==> config.mk <==
export PLATFORM = sky130hd
export DESIGN_NAME = pattern_stream_source
export DESIGN_NICKNAME = d
export VERILOG_FILES = /design/src/rtl/pattern_pkg.sv /design/src/rtl/stream_buf.sv /design/src/rtl/pattern_stream_source.sv
export SDC_FILE = /design/constraint.sdc
export NUM_CORES = 1
export LEC_CHECK = 0
export BUFFER_PORTS_ARGS = -buffer_cell sky130_fd_sc_hd__buf_4
export CORE_MARGIN = 5
export CORE_UTILIZATION = 40
export CTS_CLUSTER_DIAMETER = 50
export DETAILED_ROUTE_END_ITERATION = 10
export PLACE_DENSITY = 0.54
export SLEW_MARGIN = 30
export SYNTH_ARGS = -nofsm -noshare
export SYNTH_HDL_FRONTEND = slang
export SYNTH_SLANG_ARGS = --single-unit
==> constraint.sdc <==
create_clock -name clk -period 2.2 [get_ports clk]
set_input_delay 0.22 -clock clk [delete_from_list [all_inputs] [get_ports clk]]
set_output_delay 0.22 -clock clk [all_outputs]
set_load 0.005 [all_outputs]
==> src/rtl/pattern_pkg.sv <==
// rtl/pattern_pkg.sv - shared FSM state type and default parameters for the pattern stream source
package pattern_pkg;

  localparam int DEPTH_DEFAULT          = 32;
  localparam int ACK_LOW_CYCLES_DEFAULT = 1;
  localparam logic [5:0] MATCH_MAX      = 6'd63;

  typedef enum logic [2:0] {
    ST_IDLE,
    ST_STREAM,
    ST_ACK_LOW,
    ST_ACK_RELEASE,
    ST_DONE
  } state_t;

endpackage

==> src/rtl/stream_buf.sv <==
// rtl/stream_buf.sv - byte buffer with one synchronous write port and one combinational read port
module stream_buf #(
  parameter int DEPTH = 32,
  parameter int AW    = $clog2(DEPTH)
) (
  input  logic          clk,
  input  logic          wr_en,
  input  logic [AW-1:0] wr_addr,
  input  logic [7:0]    wr_data,
  input  logic [AW-1:0] rd_addr,
  output logic [7:0]    rd_data
);

  logic [7:0] mem [DEPTH];

  always_ff @(posedge clk) begin
    if (wr_en) mem[wr_addr] <= wr_data;
  end

  assign rd_data = mem[rd_addr];

endmodule

==> src/rtl/pattern_stream_source.sv <==
// rtl/pattern_stream_source.sv - streams buffered bytes to a pattern detector, pausing with an ack-low
// handshake for every reported match
module pattern_stream_source
  import pattern_pkg::*;
#(
  parameter int DEPTH          = DEPTH_DEFAULT,
  parameter int ACK_LOW_CYCLES = ACK_LOW_CYCLES_DEFAULT,
  localparam int AW            = $clog2(DEPTH),
  localparam int LW            = AW + 1
) (
  input  logic          clk,
  input  logic          reset_sync,
  input  logic          load_en,
  input  logic [AW-1:0] load_addr,
  input  logic [7:0]    load_data,
  input  logic          start,
  input  logic [LW-1:0] stream_len,
  input  logic          found_pattern,
  output logic [7:0]    data,
  output logic          ack,
  output logic          busy,
  output logic          done,
  output logic [5:0]    match_count
);

  localparam int CW = (ACK_LOW_CYCLES > 1) ? $clog2(ACK_LOW_CYCLES) : 1;

  state_t        state;
  logic [LW-1:0] idx;
  logic [LW-1:0] len;
  logic [LW-1:0] len_clamped;
  logic [CW-1:0] ack_cnt;
  logic [AW-1:0] rd_addr;
  logic [7:0]    rd_data;

  assign len_clamped = (stream_len > LW'(DEPTH)) ? LW'(DEPTH) : stream_len;
  // idx reaches DEPTH only after the last byte; pin the address rather than let it wrap
  assign rd_addr     = (idx >= LW'(DEPTH)) ? AW'(DEPTH - 1) : idx[AW-1:0];

  stream_buf #(
    .DEPTH (DEPTH),
    .AW    (AW)
  ) u_buf (
    .clk     (clk),
    .wr_en   (load_en && !busy),
    .wr_addr (load_addr),
    .wr_data (load_data),
    .rd_addr (rd_addr),
    .rd_data (rd_data)
  );

  always_ff @(posedge clk or negedge reset_sync) begin
    if (!reset_sync) begin
      state       <= ST_IDLE;
      idx         <= '0;
      len         <= '0;
      ack_cnt     <= '0;
      data        <= 8'h00;
      ack         <= 1'b0;
      busy        <= 1'b0;
      done        <= 1'b0;
      match_count <= '0;
    end else begin
      case (state)
        ST_IDLE, ST_DONE: begin
          if (start) begin
            len         <= len_clamped;
            idx         <= '0;
            match_count <= '0;
            ack         <= 1'b1;
            if (len_clamped == '0) begin
              state <= ST_DONE;
              done  <= 1'b1;
              busy  <= 1'b0;
            end else begin
              state <= ST_STREAM;
              done  <= 1'b0;
              busy  <= 1'b1;
            end
          end
        end
        ST_STREAM: begin
          if (found_pattern) begin
            if (match_count != MATCH_MAX) match_count <= match_count + 6'd1;
            ack     <= 1'b0;
            ack_cnt <= CW'(ACK_LOW_CYCLES - 1);
            state   <= ST_ACK_LOW;
          end else if (idx < len) begin
            data <= rd_data;
            idx  <= idx + LW'(1);
          end else begin
            state <= ST_DONE;
            busy  <= 1'b0;
            done  <= 1'b1;
          end
        end
        ST_ACK_LOW: begin
          if (ack_cnt == '0) begin
            ack   <= 1'b1;
            state <= ST_ACK_RELEASE;
          end else begin
            ack_cnt <= ack_cnt - CW'(1);
          end
        end
        ST_ACK_RELEASE: state <= ST_STREAM;
        default:        state <= ST_IDLE;
      endcase
    end
  end

endmodule

# Yosys cells after proc, flatten, opt, wreduce, memory -nomap -nowiden
# Memories as Yosys holds them, arrays and structs flattened. A register that Yosys moved wholly into a read port is not among the register bits.
# Cells that the tools add are included.
# totals
reg_bits	25
inputBits	24
wordCells	79
memories	1
mem_bits_rw	256
# memory_table
memory	words	word_bits	rd	rd_ports_with_merged_regs	write_ports	line	text
u_buf.mem	32	8	1	1	1	stream_buf.sv:14	logic [7:0] mem [DEPTH];
# op_classes
bitwise	1
n_eq_ne	13
n_addsub	3
n_lt_le_gt_ge	3
n_reduce_logical	17
mux	33
# ops
operator	count
$mux 6	6
$pmux 6 s2	2
$reduce_and 4->1	4
$mux 3	5
$mux 1	14
$ne 2x2->1 const B	7
$add 6x1->6 const B	2
$pmux 3 s4	1
$eq 3x2->1 const B	2
$ge 6x6->1 const B	1
$gt 6x6->1 const B	1
$logic_not 6->1	1
$lt 6x6->1	1
$ne 6x6->1 const B	1
$pmux 1 s2	3
$reduce_and 3->1	2
$mux 5	1
$reduce_and 2->1	2
$reduce_bool 2->1	2
$eq 3x1->1 const B	1
$eq 3x3->1 const B	1
$logic_not 3->1	1
$ne 3x3->1 const B	1
$pmux 1 s3	1
other kinds (6)	7

# Longest topological paths before layout
# Gate-level depths: netlist of the first run.
# depth
word_depth	6
ltp_mapped	11

# Hierarchy
# A second synthesis of the first run with hierarchy kept.
# hier_totals
hier_cells	579
hier_area_um2	11663.7
# by_module_without_submodules
mod	area_each_um2	cells_per_inst	seq_area_each_um2	n_inst
stream_buf	9893.2	409	7687.4	1
pattern_stream_source	1770.4	170	800.8	1

# Worst setup path before layout of the first run
# OpenSTA, ideal clock, no wires.
# synth_timing
kind	register -> register
start	register idx[0]
end	register data[0] (read register of u_buf.mem)
t_arrival_ns	1.901
setup_ns	0.121
synth_period_minus_slack_ns	2.022
t_required_ns	2.079
path_buffers	2
stages_incl_launch_ff	9
setup_slack_ns	0.178
cell_sequence	dfrtp_1 buf_4 nor2_4 buf_6 mux4_2 a22o_1 nand2_1 nand3_1 a22o_1
# synth_via
elab_chain_cells	2
# synth_lines
item	line	text
start, declared	pattern_stream_source.sv:29	logic [LW-1:0] idx;
start signal, assigned	pattern_stream_source.sv:90	idx <= idx + LW'(1);
$lt 6x6->1 / $ge 6x6->1 (equally long branches)	pattern_stream_source.sv:88, pattern_stream_source.sv:38	
$reduce_and 3->1 (no source line) / $mux 5 (equally long branches)	-	
end, declared	pattern_stream_source.sv:19	output logic [7:0] data,
# Several ways; a longest one is shown, not always the timed one.
# A chain may end at the register's enable or synchronous reset.

# Final worst setup path of the first run
# layout_timing
start	register idx[0]
end	register data[7] (read register of u_buf.mem)
# The elaborated chain is that of the path after synthesis.

==> results.tsv, run 1 <==
stage	metric	value	unit
place	GPL Wtd Cong	0.907	
grt	first-pass GRT wire length	44300	microns
sta	setup TNS	0	ps
synth	Post-Syn Nets	788	
pwr	Design Power	0.0162	W
synth	Synth area leader	edfxtp_1	
floorplanning	die width	182	microns
clock_tree	root buf cell	clkbuf_16	
sta	RSZ-0062 raised after global routing	yes	
place	Port-buffer cells	40	
clock_tree	clk_lat worst skew	560	ps
route	1st-iter DRT viols	783	
place	Place WS	-7.51	ps
route	routed wl met2	14300	microns
route	vias per inst	5.67	
worst_setup_path	Reg2Reg Setup Slack	40	ps
sta	slew margin rel.	45.0	%
worst_setup_path	endpoint of the worst register-to-register path	data[7]	
grt	number of global-route vias before repair	7156	
route	top layer in use	met4	
place	placed insts	1211	
clock_tree	worst-case clock buffer depth	3	
synth	synth top area cells	edfxtp_1, dfrtp_1, mux2i_1, mux4_2, nor2_1	
synth	EDFF count, synth	256	
worst_setup_path	Crit Path Class	reg -> reg	
cells_and_area	fin cells	1284	
pwr	Seq pwr share	40.3	%
cells_and_area	nets@finish	910	
synth	Yosys top cell area share	65.1	%
pwr	clock share of power	28.4	%
worst_setup_path	CP Capture Type	flop	
clock_tree	clock edge transition at the registers on the reported setup and hold paths	60	ps
worst_setup_path	R2R depth	7	
route	drt total wl	29900	microns
route	M1 WL	13200	microns
min_path	Worst Min Path Start	start	
cells_and_area	layout cells sized above 1	22.7	%
pwr	PwrDens	1150	nW/um^2
clock_tree	clock sink total	288	
floorplanning	die area	33000	sq um
sta	Max Clk Rate	0.464	GHz
sta	Setup WS post-layout	43.5	ps
sta	Final Max Tran Viols	0	
grt	largest net degree at the start of global routing	33	
route	first-pass iteration count of the detailed router	5	
min_path	min-delay worst type	in -> reg	
synth	Netlist Area Pre-Place	11800	sq um
route	via count	7283	
cells_and_area	area grow syn2layout	19.7	%
route	DRC viols	0	
worst_setup_path	cell chain of the critical path	and3_4 -> nor2_1 -> buf_4 -> o221a_2 -> o211ai_1 -> nand3_1 -> a22o_1	
synth	Synth cell types	50	
clock_tree	H-tree depth	1	
floorplanning	row count	62	
sta	crit share post-route	98.0	%
place	Final HPWL DP	19800	microns
synth	Top FF cell, synth	edfxtp_1	
sta	Hold Fails Final Rpt	0	
route	post-route ant nets	0	
floorplanning	Die Ht	182	microns
worst_setup_path	critical path's largest stage delay	530	ps
synth	register area share after synthesis	71.9	%
pwr	leakage	4.80	nW
grt	initial antenna violation count	0	
sta	clk_skew	19.9	ps
pwr	Switch Pwr	0.00511	W
synth	Post-Syn Area per Cell	15.6	sq um
sta	Final setup viols	0	
synth	ys async rst share	11.1	%
grt	gr usage total	17.4	%
route	met3 WL	1950	microns
min_path	Worst Hold Path EP	state[0]	
pwr	internal power	0.0111	W
worst_setup_path	origin of the worst setup path	idx[0]	
worst_setup_path	Setup crit start kind	flop	
clock_tree	Inserted Clock Buffers	31	
synth	Synth Instances	756	
synth	Ys Warns	0	
min_path	hold depth	3	
sta	hold_ws	39.5	ps
clock_tree	CTS tree	done	
floorplanning	Starting Density	40.8	%
sta	final worst path period need	2160	ps
pwr	Switching Fraction	31.6	%
grt	GRT overflow	0	
route	WL/cell	23.3	microns
worst_setup_path	Critical Path Fanout Max	13	
floorplanning	area of the core	28900	sq um
worst_setup_path	Worst path slowest cell	dfrtp_4	
sta	worst slew pin tran	819	ps
synth	#FFs+latches synth	288	
floorplanning	num ports	41	
pwr	power share of the combinational group	31.2	%
worst_setup_path	Worst Path Arrival	2600	ps
pwr	Max VDD drop	0.653	mV
job	max_cap viols	0	
cells_and_area	Diodes inserted	0	
worst_setup_path	R2R Path Start	idx[0]	
run_status	status	finished, final reports clean	
worst_setup_path	required time worst endpoint	2640	ps
sequential cells by signal, indices dropped and copies added (netlist names):
register	flops
done	1
match_count	6
busy	1
idx	6
data	8
u_buf.mem	256
len	6
state	3
ack	1
layout by cell type (no fill, tap or decap), drive strengths merged, types with 2 or more instances in the layout:
master and count:
mux2i 60, nand2b 6, o211ai 23, o22a 4, nor2 53, nand3b 9
a22oi 15, nor2b 2, or2 4, buf 120, nand4 5, o221ai 18
clkbuf 42, o22ai 17, nor3 4, a22o 14, clkinv 14, nand2 48
and2 3, ha 8, nand3 26, edfxtp 256, and3 3, o221a 7
inv 11, nor3b 2, mux4 16, a221oi 8, a21oi 20, dfrtp 32
dlygate4sd3 9, o21ai 26, or3 2, xor2 3, a31oi 2
metrics by stage:
| stage | utilization, % | cell area [sq um] |
|---|---|---|
| 4_1_cts | 48.3 | 14000 |
| 3_5_place_dp | 44.9 | 13000 |
| 2_1_floorplan | - | 11800 |
| 6_report | 48.8 | 14100 |
| 3_3_place_gp | 44.9 | 13000 |
| 5_1_grt | 48.8 | 14100 |
layout make-up:
class	count	area (sq um)
flip-flops and latches	288	8490
repair buffers	131	1140
inverters	10	37.5
multi-input cells	416	3080
clock inverters	15	82.6
well taps	384	480
clock buffers	40	810
fillers	2468	14800
worst max path at each step:
stage               to  slack [ps]  depth (start not counted)
2_1_floorplan  data[0]         180                          8
3_3_place_gp   data[7]          20                          8
3_5_place_dp   data[7]          -8                          8
4_1_cts        data[7]           5                          7
5_1_grt        data[7]        -110                          7
6_report       data[7]          40                          7
what timing repair did:
action                                  CTS  global route
hold endpoints to repair                 39             0
cloned                                    0             2
gates resized for setup                   1            13
hold buffers                              9             0
pin swaps                                 0             4
setup buffers                             0             7
endpoints found under the setup margin    3             8
synth_stat cells (4+ instances only):
cell / number
o22ai_1: 17
mux4_2: 16
nand4_1: 5
o21ai_0: 26
buf_2: 18
a22oi_1: 15
a22o_1: 14
nand3b_1: 9
o211ai_1: 23
nand2b_1: 6
edfxtp_1: 256
o221a_2: 7
nand3_1: 26
ha_1: 8
mux2i_1: 60
nand2_1: 47
dfrtp_1: 32
inv_1: 9
a21oi_1: 20
buf_4: 7
clkbuf_1: 11
nor2_1: 51
o221ai_1: 18
o22a_1: 4
a221oi_1: 8
metal layers:
layer	vias to the layer above	global-route usage (%)
met4	0	3.36
met1	3724	25.4
met5	-	0
met3	46	2.54
met2	273	28.4
li1	3240	-
logic make-up after synthesis:
logic type	synth area share (%)
DFF	71.9
muxes	8.24
xor gates and xnor gates	0.223
adders and majority gates	0.848
AOI/OAI and AO/OA	9.60
and+or+nand+nor	6.91
buffers and inverters	2.26
critical path: cells and delay by family (launching register included):
family | cells | cell delay, ps
AO/OA/AOI/OAI | 3 | 830
buffers and inverters | 1 | 170
AND/OR/NAND/NOR | 3 | 500
flip-flops | 1 | 530
power by group through the flow:
stage          clock, W  combinational, W  sequential (W)
3_5_place_dp          0           0.00471         0.00662
4_1_cts         0.00469           0.00475         0.00651
5_1_grt         0.00493           0.00542         0.00655
2_1_floorplan         0           0.00293         0.00651
6_report        0.00460           0.00505         0.00652
3_3_place_gp          0           0.00464         0.00660
No activity file was read; power rests on OpenSTA's default activity.
==> run 2, diff against run 1 <==
--- a/config.mk
+++ b/config.mk
@@ -6,11 +6,13 @@
 export NUM_CORES = 1
 export LEC_CHECK = 0
 export BUFFER_PORTS_ARGS = -buffer_cell sky130_fd_sc_hd__buf_4
+export CORE_ASPECT_RATIO = 1.75
 export CORE_MARGIN = 5
 export CORE_UTILIZATION = 40
 export CTS_CLUSTER_DIAMETER = 50
 export DETAILED_ROUTE_END_ITERATION = 10
 export PLACE_DENSITY = 0.54
+export SETUP_SLACK_MARGIN = 0.5
 export SLEW_MARGIN = 30
 export SYNTH_ARGS = -nofsm -noshare
 export SYNTH_HDL_FRONTEND = slang
==> results.tsv, run 2 (synthesis gave the netlist of run 1 again) <==
stage	metric	value	unit	change
run_status	status	finished, final reports clean		unchanged
min_path	min-delay worst type	in -> reg		unchanged
clock_tree	clock sink total	288		unchanged
worst_setup_path	Crit Path Class	reg -> reg		unchanged
route	first-pass iteration count of the detailed router	5		unchanged
grt	number of global-route vias before repair	7461		was 7156
sta	slew margin rel.	62.9	%	was 45.0%
sta	clk_skew	13.1	ps	was 19.9 ps
floorplanning	die area	33200	sq um	was 33000 sq um
sta	hold_ws	68.2	ps	was 39.5 ps
clock_tree	clock edge transition at the registers on the reported setup and hold paths	70	ps	was 60 ps
cells_and_area	most common cell after layout, fill and taps aside	edfxtp_1		unchanged
worst_setup_path	CP Capture Type	flop		unchanged
sta	RSZ-0062 raised after global routing	yes		unchanged
cells_and_area	number of filler instances in the final layout	2519		was 2468
floorplanning	Starting Density	40.3	%	was 40.8%
worst_setup_path	Worst Path Arrival	2510	ps	was 2600 ps
worst_setup_path	Setup crit start kind	flop		unchanged
grt	first-pass GRT wire length	45800	microns	was 44300 microns
sta	Final setup viols	0		unchanged
clock_tree	worst-case clock buffer depth	3		unchanged
floorplanning	die width	140	microns	was 182 microns
place	Final HPWL DP	22100	microns	was 19800 microns
sta	crit share post-route	94.9	%	was 98.0%
pwr	Max VDD drop	0.673	mV	was 0.653 mV
cells_and_area	area grow syn2layout	22.8	%	was 19.7%
cells_and_area	Diodes inserted	0		unchanged
floorplanning	area of the core	29300	sq um	was 28900 sq um
route	WL/cell	24.4	microns	was 23.3 microns
grt	GRT overflow	0		unchanged
sta	Final Max Tran Viols	0		unchanged
clock_tree	root buf cell	clkbuf_16		unchanged
cells_and_area	fin cells	1288		was 1284
sta	final worst path period need	2090	ps	was 2160 ps
place	placed insts	1207		was 1211
route	drt total wl	31400	microns	was 29900 microns
clock_tree	Inserted Clock Buffers	27		was 31
floorplanning	Die Ht	237	microns	was 182 microns
cells_and_area	commonest non-fill, non-tap cells in the layout	edfxtp_1, buf_4, mux2i_1, nand2_1, nor2_1		was edfxtp_1, buf_4, mux2i_1, nor2_1, nand2_1
route	1st-iter DRT viols	439		was 783
job	max_cap viols	0		unchanged
cells_and_area	post-layout util	49.5	%	was 48.8%
grt	largest net degree at the start of global routing	33		unchanged
cells_and_area	top flop regs	u_buf.mem (256), data (8)		unchanged
cells_and_area	max reg flops	256		unchanged
grt	initial antenna violation count	0		unchanged
route	vias per inst	5.53		was 5.67
route	post-route ant nets	0		unchanged
route	via count	7118		was 7283
clock_tree	H-tree depth	1		unchanged
floorplanning	num ports	41		unchanged
worst_setup_path	Critical Path Fanout Max	12		was 13
sta	Hold Fails Final Rpt	0		unchanged
pwr	PwrDens	1160	nW/um^2	was 1150 nW/um^2
cells_and_area	Most flops, register	u_buf.mem		unchanged
grt	gr usage total	18.4	%	was 17.4%
clock_tree	clk_lat worst skew	540	ps	was 560 ps
clock_tree	CTS tree	done		unchanged
pwr	leakage	4.91	nW	was 4.80 nW
place	Port-buffer cells	40		unchanged
cells_and_area	layout cells sized above 1	30.5	%	was 22.7%
cells_and_area	nets@finish	920		was 910
sta	setup TNS	0	ps	unchanged
sta	worst slew pin tran	557	ps	was 819 ps
place	GPL Wtd Cong	0.884		was 0.907
worst_setup_path	required time worst endpoint	2620	ps	was 2640 ps
sta	Max Clk Rate	0.479	GHz	was 0.464 GHz
worst_setup_path	Reg2Reg Setup Slack	110	ps	was 40 ps
route	DRC viols	0		unchanged
pwr	Design Power	0.0168	W	was 0.0162 W
floorplanning	row count	83		was 62
[run 2: cell types whose count changed in the layout (fill, tap and decap cells not counted), moves of 6 or more]
| cell | delta |
|---|---|
| nor2_4 | +9 |
| a21oi_1 | -9 |
| buf_4 | +7 |
| clkinv_1 | -6 |
| a21oi_2 | +7 |
| nor2_1 | -9 |
| nand3_1 | -6 |
| mux2i_2 | +7 |
| mux2i_1 | -9 |
| clkbuf_16 | -6 |
| o21ai_0 | -11 |
| nand3_2 | +6 |
| buf_6 | +10 |
| o21ai_1 | +9 |
[run 2: layout make-up]
cell class	count	area (sq um)	share of cell area [%]
Multi-Input combinational cell	416	3380	23.3
Clock buffer	31	691	4.76
Tap cell	382	478	3.30
Timing Repair Buffer	145	1240	8.54
Clock inverter	16	171	1.18
Inverter	10	37.5	0.259
Sequential cell	288	8500	58.6
[run 2: worst max-delay path, cell delays in order, from the launching register on]
cell      delay (ps)
dfrtp_4          530
buf_12           170
buf_12           150
mux2i_2          180
nand3_1           90
o221a_2          140
o211ai_1         350
nand3_2          150
a22o_1           200
[run 2: power by group]
group	internal (W)	total, W	switching, W	leakage, nW
sequential	0.00625	0.00650	0.000241	2.71
clock	0.00262	0.00460	0.00198	0.430
combinational	0.00264	0.00573	0.00308	1.77
[run 2: what timing repair did]
item / CTS / global route
endpoints found under the hold margin: 39 / 0
resized for setup: 59 / 32
setup endpoints to repair: 127 / 85
pin swaps: 16 / 27
buffers inserted: 17 / 9
hold buffers: 8 / 0
[run 2: final timing paths]
path,start,endpoint,cells after the start
worst max-delay path,idx[0],data[7],8
worst min-delay path,start,state[0],3
worst max register to register,idx[0],data[7],8
worst min register to register,data[5],data[5],1
max in group asynchronous,reset_sync,idx[0],2
min in group asynchronous,reset_sync,busy,2
[run 2: metrics by stage]
stage                     setup slack [ps]  cell area (sq um)
after floorplan                        215              11900
after global placement               -19.0              13000
after detailed placement             -78.5              13000
after CTS                              103              14300
after global routing                  64.4              14500
final                                  113              14500
[run 2: layer usage]
metal	global-route usage [%]	part of all wire [%]	up-vias
li1	-	-	3262
met1	18.6	34	3572
met2	36.6	57	207
met3	2.27	3.5	77
met4	8.35	5.1	0
met5	0	0	-
==> run 3, diff against run 2 <==
--- a/config.mk
+++ b/config.mk
@@ -8,10 +8,10 @@
 export BUFFER_PORTS_ARGS = -buffer_cell sky130_fd_sc_hd__buf_4
 export CORE_ASPECT_RATIO = 1.75
 export CORE_MARGIN = 5
-export CORE_UTILIZATION = 40
+export CORE_UTILIZATION = 60
 export CTS_CLUSTER_DIAMETER = 50
 export DETAILED_ROUTE_END_ITERATION = 10
-export PLACE_DENSITY = 0.54
+export PLACE_DENSITY = 0.76
 export SETUP_SLACK_MARGIN = 0.5
 export SLEW_MARGIN = 30
 export SYNTH_ARGS = -nofsm -noshare
==> results.tsv, run 3 (synthesis gave the netlist of run 1 again) <==
stage	metric	value	unit	change
clock_tree	root buf cell	clkbuf_16		unchanged
worst_setup_path	cell family with most CP delay	compound AO/OA/AOI/OAI gates		unchanged
floorplanning	die area	22700	sq um	was 33200 sq um
worst_setup_path	Reg2Reg Setup Slack	140	ps	was 110 ps
clock_tree	worst-case clock buffer depth	3		unchanged
worst_setup_path	Worst Path Arrival	2460	ps	was 2510 ps
pwr	leakage	4.87	nW	was 4.91 nW
route	WL/cell	25.9	microns	was 24.4 microns
worst_setup_path	origin of the worst setup path	idx[5]		was idx[0]
worst_setup_path	cell chain of the critical path	or2_4 -> buf_12 -> nor2_4 -> buf_12 -> a221oi_1 -> o21ai_1 -> a21oi_1 -> a22o_1		was buf_12 -> buf_12 -> mux2i_2 -> nand3_1 -> o221a_2 -> o211ai_1 -> nand3_2 -> a22o_1
sta	Final Max Tran Viols	0		unchanged
cells_and_area	commonest non-fill, non-tap cells in the layout	edfxtp_1, buf_4, mux2i_1, nand2_1, nor2_1		unchanged
worst_setup_path	Critical Path Fanout Max	21		was 12
sta	worst slew pin tran	470	ps	was 557 ps
grt	first-pass GRT wire length	44400	microns	was 45800 microns
worst_setup_path	Setup crit start kind	flop		unchanged
floorplanning	die width	116	microns	was 140 microns
clock_tree	CTS tree	done		unchanged
sta	Max Clk Rate	0.486	GHz	was 0.479 GHz
cells_and_area	most common cell after layout, fill and taps aside	edfxtp_1		unchanged
grt	number of global-route vias before repair	7672		was 7461
route	via count	7548		was 7118
sta	slew margin rel.	68.5	%	was 62.9%
cells_and_area	design area	14200	sq um	was 14500 sq um
sta	Hold Fails Final Rpt	0		unchanged
grt	initial antenna violation count	0		unchanged
place	placed cell areas	12700	sq um	was 13000 sq um
sta	crit share post-route	93.5	%	was 94.9%
worst_setup_path	worst path bufs/invs	2		unchanged
route	post-route ant nets	0		unchanged
run_status	status	finished, final reports clean		unchanged
worst_setup_path	CP Capture Type	flop		unchanged
job	max_cap viols	0		unchanged
clock_tree	H-tree depth	1		unchanged
route	drt total wl	29600	microns	was 31400 microns
cells_and_area	layout cells sized above 1	27.6	%	was 30.5%
pwr	Max VDD drop	0.666	mV	was 0.673 mV
clock_tree	clock edge transition at the registers on the reported setup and hold paths	70	ps	about the same
floorplanning	row count	68		was 83
cells_and_area	max reg flops	256		unchanged
cells_and_area	Diodes inserted	0		unchanged
route	vias per inst	6.60		was 5.53
floorplanning	Starting Density	60.3	%	was 40.3%
pwr	PwrDens	1160	nW/um^2	about the same
worst_setup_path	WP depth	8		unchanged
cells_and_area	nets@finish	913		was 920
worst_setup_path	required time worst endpoint	2600	ps	was 2620 ps
cells_and_area	area of the multi-input gates	3300	sq um	was 3380 sq um
worst_setup_path	critical path's largest stage delay	490	ps	was 530 ps
grt	gr usage total	26.1	%	was 18.4%
sta	final worst path period need	2060	ps	was 2090 ps
sta	RSZ-0062 raised after global routing	yes		unchanged
clock_tree	clk_lat worst skew	520	ps	was 540 ps
sta	clk_skew	11.9	ps	was 13.1 ps
min_path	min-delay worst type	in -> reg		unchanged
place	placed insts	1062		was 1207
cells_and_area	number of filler instances in the final layout	1146		was 2519
cells_and_area	area grow syn2layout	20.5	%	was 22.8%
cells_and_area	fin cells	1143		was 1288
clock_tree	Inserted Clock Buffers	25		was 27
grt	GRT overflow	0		unchanged
cells_and_area	register area	8490	sq um	was 8500 sq um
worst_setup_path	Top cell by count, worst path	buf_12		unchanged
cells_and_area	post-layout util	72.7	%	was 49.5%
route	1st-iter DRT viols	837		was 439
worst_setup_path	R2R Path Start	idx[5]		was idx[0]
sta	setup TNS	0	ps	unchanged
floorplanning	area of the core	19600	sq um	was 29300 sq um
floorplanning	Die Ht	196	microns	was 237 microns
worst_setup_path	R2R depth	8		unchanged
cells_and_area	Most flops, register	u_buf.mem		unchanged
route	first-pass iteration count of the detailed router	6		was 5
sta	Final setup viols	0		unchanged
worst_setup_path	crit path to	data[0]		was data[7]
floorplanning	num ports	41		unchanged
worst_setup_path	Crit Path Class	reg -> reg		unchanged
min_path	Worst Min Path Start	found_pattern		was start
worst_setup_path	Worst path slowest cell	dfrtp_2		was dfrtp_4
grt	largest net degree at the start of global routing	33		unchanged
cells_and_area	top flop regs	u_buf.mem (256), data (8)		unchanged
worst_setup_path	endpoint of the worst register-to-register path	data[0]		was data[7]
place	Port-buffer cells	40		unchanged
clock_tree	clock sink total	288		unchanged
place	Final HPWL DP	18900	microns	was 22100 microns
route	DRC viols	0		unchanged
place	GPL Wtd Cong	0.958		was 0.884
## run 3: area by class of cell
class	instances	area share, %
flip-flops and latches	288	59.7
multi-input cells	416	23.2
repair buffers	140	8.79
clock buffers	27	4.45
well taps	245	2.16
clock inverters	17	1.43
inverters	10	0.264
## run 3: stage by stage
stage	hold WS (ps)	setup slack, ps	total power (W)
after CTS	23.4	245	0.0160
after detailed placement	189	-54.2	0.0110
after global placement	176	-26.3	0.0109
after global routing	21.0	108	0.0172
final	42.8	143	0.0165
after floorplan	-75.6	215	0.00951
## run 3: tightest hold or removal path, stage by stage
cell and delay (ps):
buf_4 140, nand3b_1 100, a21oi_1 60
## run 3: worst min path at each step
stage          depth (start not counted)  endpoint  slack, ps
3_5_place_dp                           1    len[1]        190
5_1_grt                                3  state[1]         20
2_1_floorplan                          0       ack        -80
4_1_cts                                3  state[1]         20
3_3_place_gp                           1    len[1]        180
6_report                               3  state[1]         40
## run 3: repair_timing
item	in CTS	in global routing
hold endpoints to repair	38	0
hold buffers	7	0
setup endpoints to repair	86	104
gates cloned	1	0
pin swaps	24	18
buffers inserted	11	18
resized for setup	53	34
## run 3: report_power, final
part | internal [W] | switching, W | total, W
logic | 0.00253 | 0.00301 | 0.00554
clock network | 0.00265 | 0.00182 | 0.00447
registers | 0.00625 | 0.000274 | 0.00652
total | 0.0114 | 0.00510 | 0.0165
## run 3: routing by layer
metal | vias up | global-route usage, % | wire (microns)
met2 | 443 | 45.0 | 15600
met1 | 3778 | 32.4 | 10400
met3 | 89 | 3.66 | 2100
met4 | 0 | 11.8 | 1430
li1 | 3238 | - | -
met5 | - | 0 | 0
